===== src/rtl/dbus_demux_1x2.sv =====
// ---------------------------------------------------------------------------
// dbus_demux_1x2
//
// Purpose:
//   Steers the load/store unit's data-bus stream to one of two targets:
//   A (data memory, req_addr[SEL_BIT]=0) or B (MMIO, req_addr[SEL_BIT]=1).
//   Each target gets a registered request slot. A tag FIFO records which
//   target owns each outstanding request, so responses go back to the
//   initiator strictly in request order.
//
// Parameters:
//   SEL_BIT  address bit that selects the target (0 -> A, 1 -> B); < 31
//   DEPTH    max outstanding requests; power of 2, >= 2
//
// Optional feature (compile-time macro DBUS_RANGE_ERR_EN):
//   defined   : requests with any of req_addr[31:SEL_BIT+1] set are not
//               forwarded. They get an in-order error response
//               (rsp_rdata=0, rsp_err=1).
//   undefined : only req_addr[SEL_BIT] routes, rsp_err is tied 0 and the
//               tag is 1 bit.
//
// Ports:
//   clk, rst_n                      clock, async active-low reset
//   req_valid/ready/addr/wdata/we   initiator request
//   rsp_valid/ready/rdata/err       initiator response
//   {a,b}_req_valid/ready/addr/wdata/we   registered target request
//   {a,b}_rsp_valid/ready/rdata           target response
// ---------------------------------------------------------------------------
module dbus_demux_1x2 #(
  parameter int SEL_BIT = 16,
  parameter int DEPTH   = 4
) (
  input  logic        clk,
  input  logic        rst_n,

  input  logic        req_valid,
  output logic        req_ready,
  input  logic [31:0] req_addr,
  input  logic [31:0] req_wdata,
  input  logic        req_we,

  output logic        a_req_valid,
  input  logic        a_req_ready,
  output logic [31:0] a_req_addr,
  output logic [31:0] a_req_wdata,
  output logic        a_req_we,
  input  logic        a_rsp_valid,
  output logic        a_rsp_ready,
  input  logic [31:0] a_rsp_rdata,

  output logic        b_req_valid,
  input  logic        b_req_ready,
  output logic [31:0] b_req_addr,
  output logic [31:0] b_req_wdata,
  output logic        b_req_we,
  input  logic        b_rsp_valid,
  output logic        b_rsp_ready,
  input  logic [31:0] b_rsp_rdata,

  output logic        rsp_valid,
  input  logic        rsp_ready,
  output logic [31:0] rsp_rdata,
  output logic        rsp_err
);

  localparam int CW = $clog2(DEPTH + 1);
  localparam int PW = $clog2(DEPTH);

`ifdef DBUS_RANGE_ERR_EN
  localparam int TW = 2;
`else
  localparam int TW = 1;
`endif

  localparam logic [TW-1:0] TAG_A   = TW'(0);
  localparam logic [TW-1:0] TAG_B   = TW'(1);
`ifdef DBUS_RANGE_ERR_EN
  localparam logic [TW-1:0] TAG_ERR = TW'(2);
`endif

  localparam logic [CW-1:0] COUNT_FULL = CW'(DEPTH);

  // Request slots
  logic          r_a_valid;
  logic [31:0]   r_a_addr;
  logic [31:0]   r_a_wdata;
  logic          r_a_we;
  logic          r_b_valid;
  logic [31:0]   r_b_addr;
  logic [31:0]   r_b_wdata;
  logic          r_b_we;

  // Tag FIFO
  logic [TW-1:0] r_tag_mem [DEPTH];
  logic [PW-1:0] r_wptr;
  logic [PW-1:0] r_rptr;
  logic [CW-1:0] r_count;

  logic          w_full;
  logic          w_empty;
  logic [TW-1:0] w_tag_in;
  logic          w_slot_ok;
  logic          w_req_ready;
  logic          w_push;
  logic          w_pop;
  logic          w_load_a;
  logic          w_load_b;
  logic [TW-1:0] w_head;

  logic          w_rsp_valid;
  logic [31:0]   w_rsp_rdata;
  logic          w_rsp_err;
  logic          w_a_rsp_ready;
  logic          w_b_rsp_ready;

  assign w_full  = (r_count == COUNT_FULL);
  assign w_empty = (r_count == '0);
  assign w_head  = r_tag_mem[r_rptr];

  // Routing decision. Readiness looks only at the addressed slot, so a
  // stalled target never blocks traffic to the other one.
  always_comb begin
    w_tag_in  = TAG_A;
    w_slot_ok = !r_a_valid || a_req_ready;
    if (req_addr[SEL_BIT]) begin
      w_tag_in  = TAG_B;
      w_slot_ok = !r_b_valid || b_req_ready;
    end
`ifdef DBUS_RANGE_ERR_EN
    // Out-of-range requests never occupy a slot; only FIFO space matters.
    if (|req_addr[31:SEL_BIT+1]) begin
      w_tag_in  = TAG_ERR;
      w_slot_ok = 1'b1;
    end
`endif
  end

  assign w_req_ready = !w_full && w_slot_ok;
  assign w_push      = req_valid && w_req_ready;
  assign w_load_a    = w_push && (w_tag_in == TAG_A);
  assign w_load_b    = w_push && (w_tag_in == TAG_B);

  // Slot A: a same-cycle reload wins over the clear, giving full-rate
  // back-to-back requests to one target.
  always_ff @(posedge clk or negedge rst_n) begin
    if (!rst_n) begin
      r_a_valid <= 1'b0;
      r_a_addr  <= '0;
      r_a_wdata <= '0;
      r_a_we    <= 1'b0;
    end else if (w_load_a) begin
      r_a_valid <= 1'b1;
      r_a_addr  <= req_addr;
      r_a_wdata <= req_wdata;
      r_a_we    <= req_we;
    end else if (r_a_valid && a_req_ready) begin
      r_a_valid <= 1'b0;
    end
  end

  // Slot B
  always_ff @(posedge clk or negedge rst_n) begin
    if (!rst_n) begin
      r_b_valid <= 1'b0;
      r_b_addr  <= '0;
      r_b_wdata <= '0;
      r_b_we    <= 1'b0;
    end else if (w_load_b) begin
      r_b_valid <= 1'b1;
      r_b_addr  <= req_addr;
      r_b_wdata <= req_wdata;
      r_b_we    <= req_we;
    end else if (r_b_valid && b_req_ready) begin
      r_b_valid <= 1'b0;
    end
  end

  // Response path, combinational from the FIFO head. The non-head target
  // is held off with ready=0. With the FIFO empty, nothing is accepted.
  always_comb begin
    w_rsp_valid   = 1'b0;
    w_rsp_rdata   = '0;
    w_rsp_err     = 1'b0;
    w_a_rsp_ready = 1'b0;
    w_b_rsp_ready = 1'b0;
    if (!w_empty) begin
`ifdef DBUS_RANGE_ERR_EN
      if (w_head == TAG_ERR) begin
        w_rsp_valid = 1'b1;
        w_rsp_err   = 1'b1;
      end else
`endif
      if (w_head == TAG_B) begin
        w_rsp_valid   = b_rsp_valid;
        w_rsp_rdata   = b_rsp_rdata;
        w_b_rsp_ready = rsp_ready;
      end else begin
        w_rsp_valid   = a_rsp_valid;
        w_rsp_rdata   = a_rsp_rdata;
        w_a_rsp_ready = rsp_ready;
      end
    end
  end

  assign w_pop = w_rsp_valid && rsp_ready;

  // Tag FIFO. Push is gated by !full through w_req_ready, so a full FIFO
  // refuses a push even when it pops in the same cycle.
  always_ff @(posedge clk or negedge rst_n) begin
    if (!rst_n) begin
      for (int i = 0; i < DEPTH; i++) begin
        r_tag_mem[i] <= TAG_A;
      end
      r_wptr  <= '0;
      r_rptr  <= '0;
      r_count <= '0;
    end else begin
      if (w_push) begin
        r_tag_mem[r_wptr] <= w_tag_in;
        r_wptr            <= r_wptr + 1'b1;
      end
      if (w_pop) begin
        r_rptr <= r_rptr + 1'b1;
      end
      case ({w_push, w_pop})
        2'b10:   r_count <= r_count + 1'b1;
        2'b01:   r_count <= r_count - 1'b1;
        default: r_count <= r_count;
      endcase
    end
  end

  assign req_ready   = w_req_ready;

  assign a_req_valid = r_a_valid;
  assign a_req_addr  = r_a_addr;
  assign a_req_wdata = r_a_wdata;
  assign a_req_we    = r_a_we;
  assign a_rsp_ready = w_a_rsp_ready;

  assign b_req_valid = r_b_valid;
  assign b_req_addr  = r_b_addr;
  assign b_req_wdata = r_b_wdata;
  assign b_req_we    = r_b_we;
  assign b_rsp_ready = w_b_rsp_ready;

  assign rsp_valid   = w_rsp_valid;
  assign rsp_rdata   = w_rsp_rdata;
  assign rsp_err     = w_rsp_err;

endmodule


===== config.mk =====
export PLATFORM = sky130hd
export DESIGN_NAME = dbus_demux_1x2
export DESIGN_NICKNAME = d
export VERILOG_FILES = /design/src/rtl/dbus_demux_1x2.sv
export SDC_FILE = /design/constraint.sdc
export NUM_CORES = 1
export LEC_CHECK = 0
export CORE_MARGIN = 8
export CORE_UTILIZATION = 30
export DETAILED_ROUTE_END_ITERATION = 10
export HOLD_SLACK_MARGIN = 0.05
export RECOVER_POWER = 50
export SETUP_SLACK_MARGIN = 0.05
export SKIP_CTS_REPAIR_TIMING = 1
export SYNTH_ARGS = -nofsm -noshare
export SYNTH_HDL_FRONTEND = slang
export SYNTH_SLANG_ARGS = --single-unit

===== constraint.sdc =====
create_clock -name clk -period 4.7 [get_ports clk]
set_input_delay 0.94 -clock clk [delete_from_list [all_inputs] [get_ports clk]]
set_output_delay 0.94 -clock clk [all_outputs]
set_load 0.005 [all_outputs]

==> metrics.cfg <==
[global_route]
antenna_found_initial = 0
grt-ovfl-total = 0
grt_start_max_net_pins = 71
grt_pass1_vias = 5253
globalRouteTotalUtil_pct = 15.01
grt_pass1_wl_um = 30370

[layout]
fillCellCount = 1830
design_area_mm2 = 0.01017
syn2layout_area_growth_pct = 61.57
diodes = 0
drive_above_1_share_pct = 15.75
nets = 874

[detailed_routing]
dr.pass1.iters = 4
vias_per_cell = 4.532
dr.first_iter.drc_count = 167
drc = 0
routedWlPerCell_um = 19.18
num_vias = 4614
drt-total-wl_um = 19530
ant_nets = 0

[logic_synthesis]
yosys_warnings = 0
synthFlopType = dfrtp_1
yosysMostFrequentCell = dfrtp_1
synthesis.area_mm2 = 0.006296
synth_edf_count = 0
synth_cell_types = 31
syn_inst = 424
synth_seq_cells = 143
seq_area_frac_synth_pct = 56.84
synth_top_cell_by_area = dfrtp_1
synth_area_leaders = dfrtp_1 57%, mux2_4 11%, mux2_1 9.5%, mux2i_1 6.2%, mux2_2 5.5%
synth.avg_cell_area_um2 = 14.85
synth_nets = 567
yosys-top-cells-count = 143 x dfrtp_1, 53 x mux2_1, 45 x mux2_4
synthArstFlopShare_pct = 100.0
synth_top_area_share_pct = 56.84

[placement]
hpwl_um = 15230
gp_congestion = 0.7396
portBuffers = 304
dpl-instance-area_mm2 = 0.009578

[floorplan]
fp.dieW_um = 160.9
io_pins = 306
start_util_pct = 30.24
dieHeight_um = 160.9
die-area_mm2 = 0.02588
core_area_mm2 = 0.02082
rows = 53

[worst_setup_path]
worstSetupStartpoint = r_count[0]
worstPathArrival_ns = 3.06
start_kind = flip-flop
critPathKind = flip-flop to output port
cp_data_required_time_ns = 3.76
critPathCaptureType = output port
regToRegSetupSlack_ns = 1.58
cp_slowest_cell = clkbuf_1
cpLargestDelayFamily = buffers and inverters
path_max_fanout = 34
path_cells = nor3_1 > clkbuf_1 > nand2b_1 > nor2_1 > clkdlybuf4s50_1
timing.critical_path.buf_inv = 2
max_stage_delay_ns = 1.00
r2r_start = r_count[0]

[clock_tree]
tritoncts = yes
cts_inserted_buffers = 17
h-tree-depth = 4
root_buffer = clkbuf_16
cts.sinks = 143
clk_pin_slew_ns = 0.06
clockBufferDepth = 2
clk_latency_ns = 0.42

[timing]
timing.final.crit_period_ns = 4.004
rsz0062_at_grt = no
final.setup.tns_ns = 0
tightestPinTransition_ns = 3.123
fmax_mhz = 249.8
maxSlewHeadroom_pct = -108.2
drv_slew = 71
whs_ns = 0.4828
worst_clock_skew_ns = 0.01557
min_period_over_period_pct = 85.18
setup-violations-final = 0
hold_viol_final = 0

[run]
drv_cap = 1

[status]
violations = max-capacitance violations, max-slew violations
status = complete, but fails checks

[pwr]
peakVddDrop_uv = 228.4
power_density_mw_per_mm2 = 584.5
p_leak_uw = 0.004268

[worst_hold_path]
holdCritStartpoint = b_req_addr[1]
hp-class = flip-flop to flip-flop

per-stage QoR:
| step | instances | total power (µW) | utilization (%) | worst slack (ns) |
|---|---|---|---|---|
| after floorplan | 424 | 3056 | - | 2.145 |
| after global placement | 987 | 4675 | 46.00 | 1.361 |
| after detailed placement | 987 | 4744 | 46.00 | 1.354 |
| after CTS | 1018 | 6172 | 48.93 | 0.8967 |
| after global routing | 1018 | 6311 | 48.85 | 0.4396 |
| final | 1018 | 5946 | 48.85 | 0.6965 |
metal layers:
metal  track usage [%]  vias to the layer above  part of all wire (%)
met4             5.051                        0                   1.6
li1                  -                     2091                     -
met5                 0                        -                     0
met2             25.42                      245                    49
met1             16.58                     2260                    40
met3             6.527                       18                   9.6
worst paths after layout:
check / cells past startpoint / to
min in group asynchronous: 1 / b_req_wdata[28]
max reg2reg: 10 / r_count[2]
min: 1 / b_req_addr[1]
min reg2reg: 1 / b_req_addr[1]
max: 5 / a_rsp_ready
max in group asynchronous: 2 / a_req_addr[17]
kinds of logic after synthesis:
| group | Yosys count | share of synthesized area, % |
|---|---|---|
| multiplexers | 168 | 31.96 |
| flip-flops | 143 | 56.84 |
| AND/OR/NAND/NOR | 57 | 4.193 |
| buffers and inverters | 30 | 3.458 |
| AO/OA/AOI/OAI | 14 | 1.490 |
| adder cells (fa/ha/maj) | 6 | 1.312 |
| XOR/XNOR | 5 | 0.6957 |
| other | 1 | 0.05956 |
state kept, by name, indices dropped and copies added (netlist names):
register / count
b_req_valid: 1
r_count: 3
a_req_addr: 32
a_req_we: 1
r_wptr: 2
a_req_wdata: 32
r_rptr: 2
b_req_we: 1
b_req_wdata: 32
b_req_addr: 32
a_req_valid: 1
r_tag_mem: 4
where the power goes:
group / internal [µW] / switching, µW / total [µW]
clock network: 868 / 521 / 1390
registers: 1740 / 295 / 2030
logic: 1620 / 905 / 2520
total: 4220 / 1720 / 5950
cell usage in the layout (no fill, tap or decap), types with 2 or more instances in the layout:
cell             Yosys  layout
mux2i_1             39      38
nor2_1              41      41
nor2b_1              3       3
nand2b_1             3       3
clkdlybuf4s50_1      0     227
dfrtp_1            143     143
inv_1                7       7
clkbuf_16            0      17
xor2_1               3       3
nor3_1               1       2
xnor2_1              2       2
inv_6                0       3
buf_4                5       5
a21oi_1              4       4
nand2_1              3       2
a311oi_1             4       4
clkbuf_1             4       2
o21ai_0              3       3
clkbuf_8             0       2
mux2_4              45      45
dlygate4sd3_1        0      76
bufinv_16            0       3
clkinv_2             0       2
ha_1                 5       5
mux2_1              53      53
nor3b_2              2       2
mux2_2              31      31
area by class of cell:
class	instances	area, µm²	share of cell area (%)
Multi-Input combinational cell	251	2510	24.67
Timing Repair Buffer	311	3103	30.50
Tap cell	275	344.1	3.383
Clock buffer	20	456.7	4.490
Sequential cell	143	3578	35.18
Clock inverter	11	153.9	1.513
Inverter	7	26.28	0.2583
(Power assumes the default switching activity.)
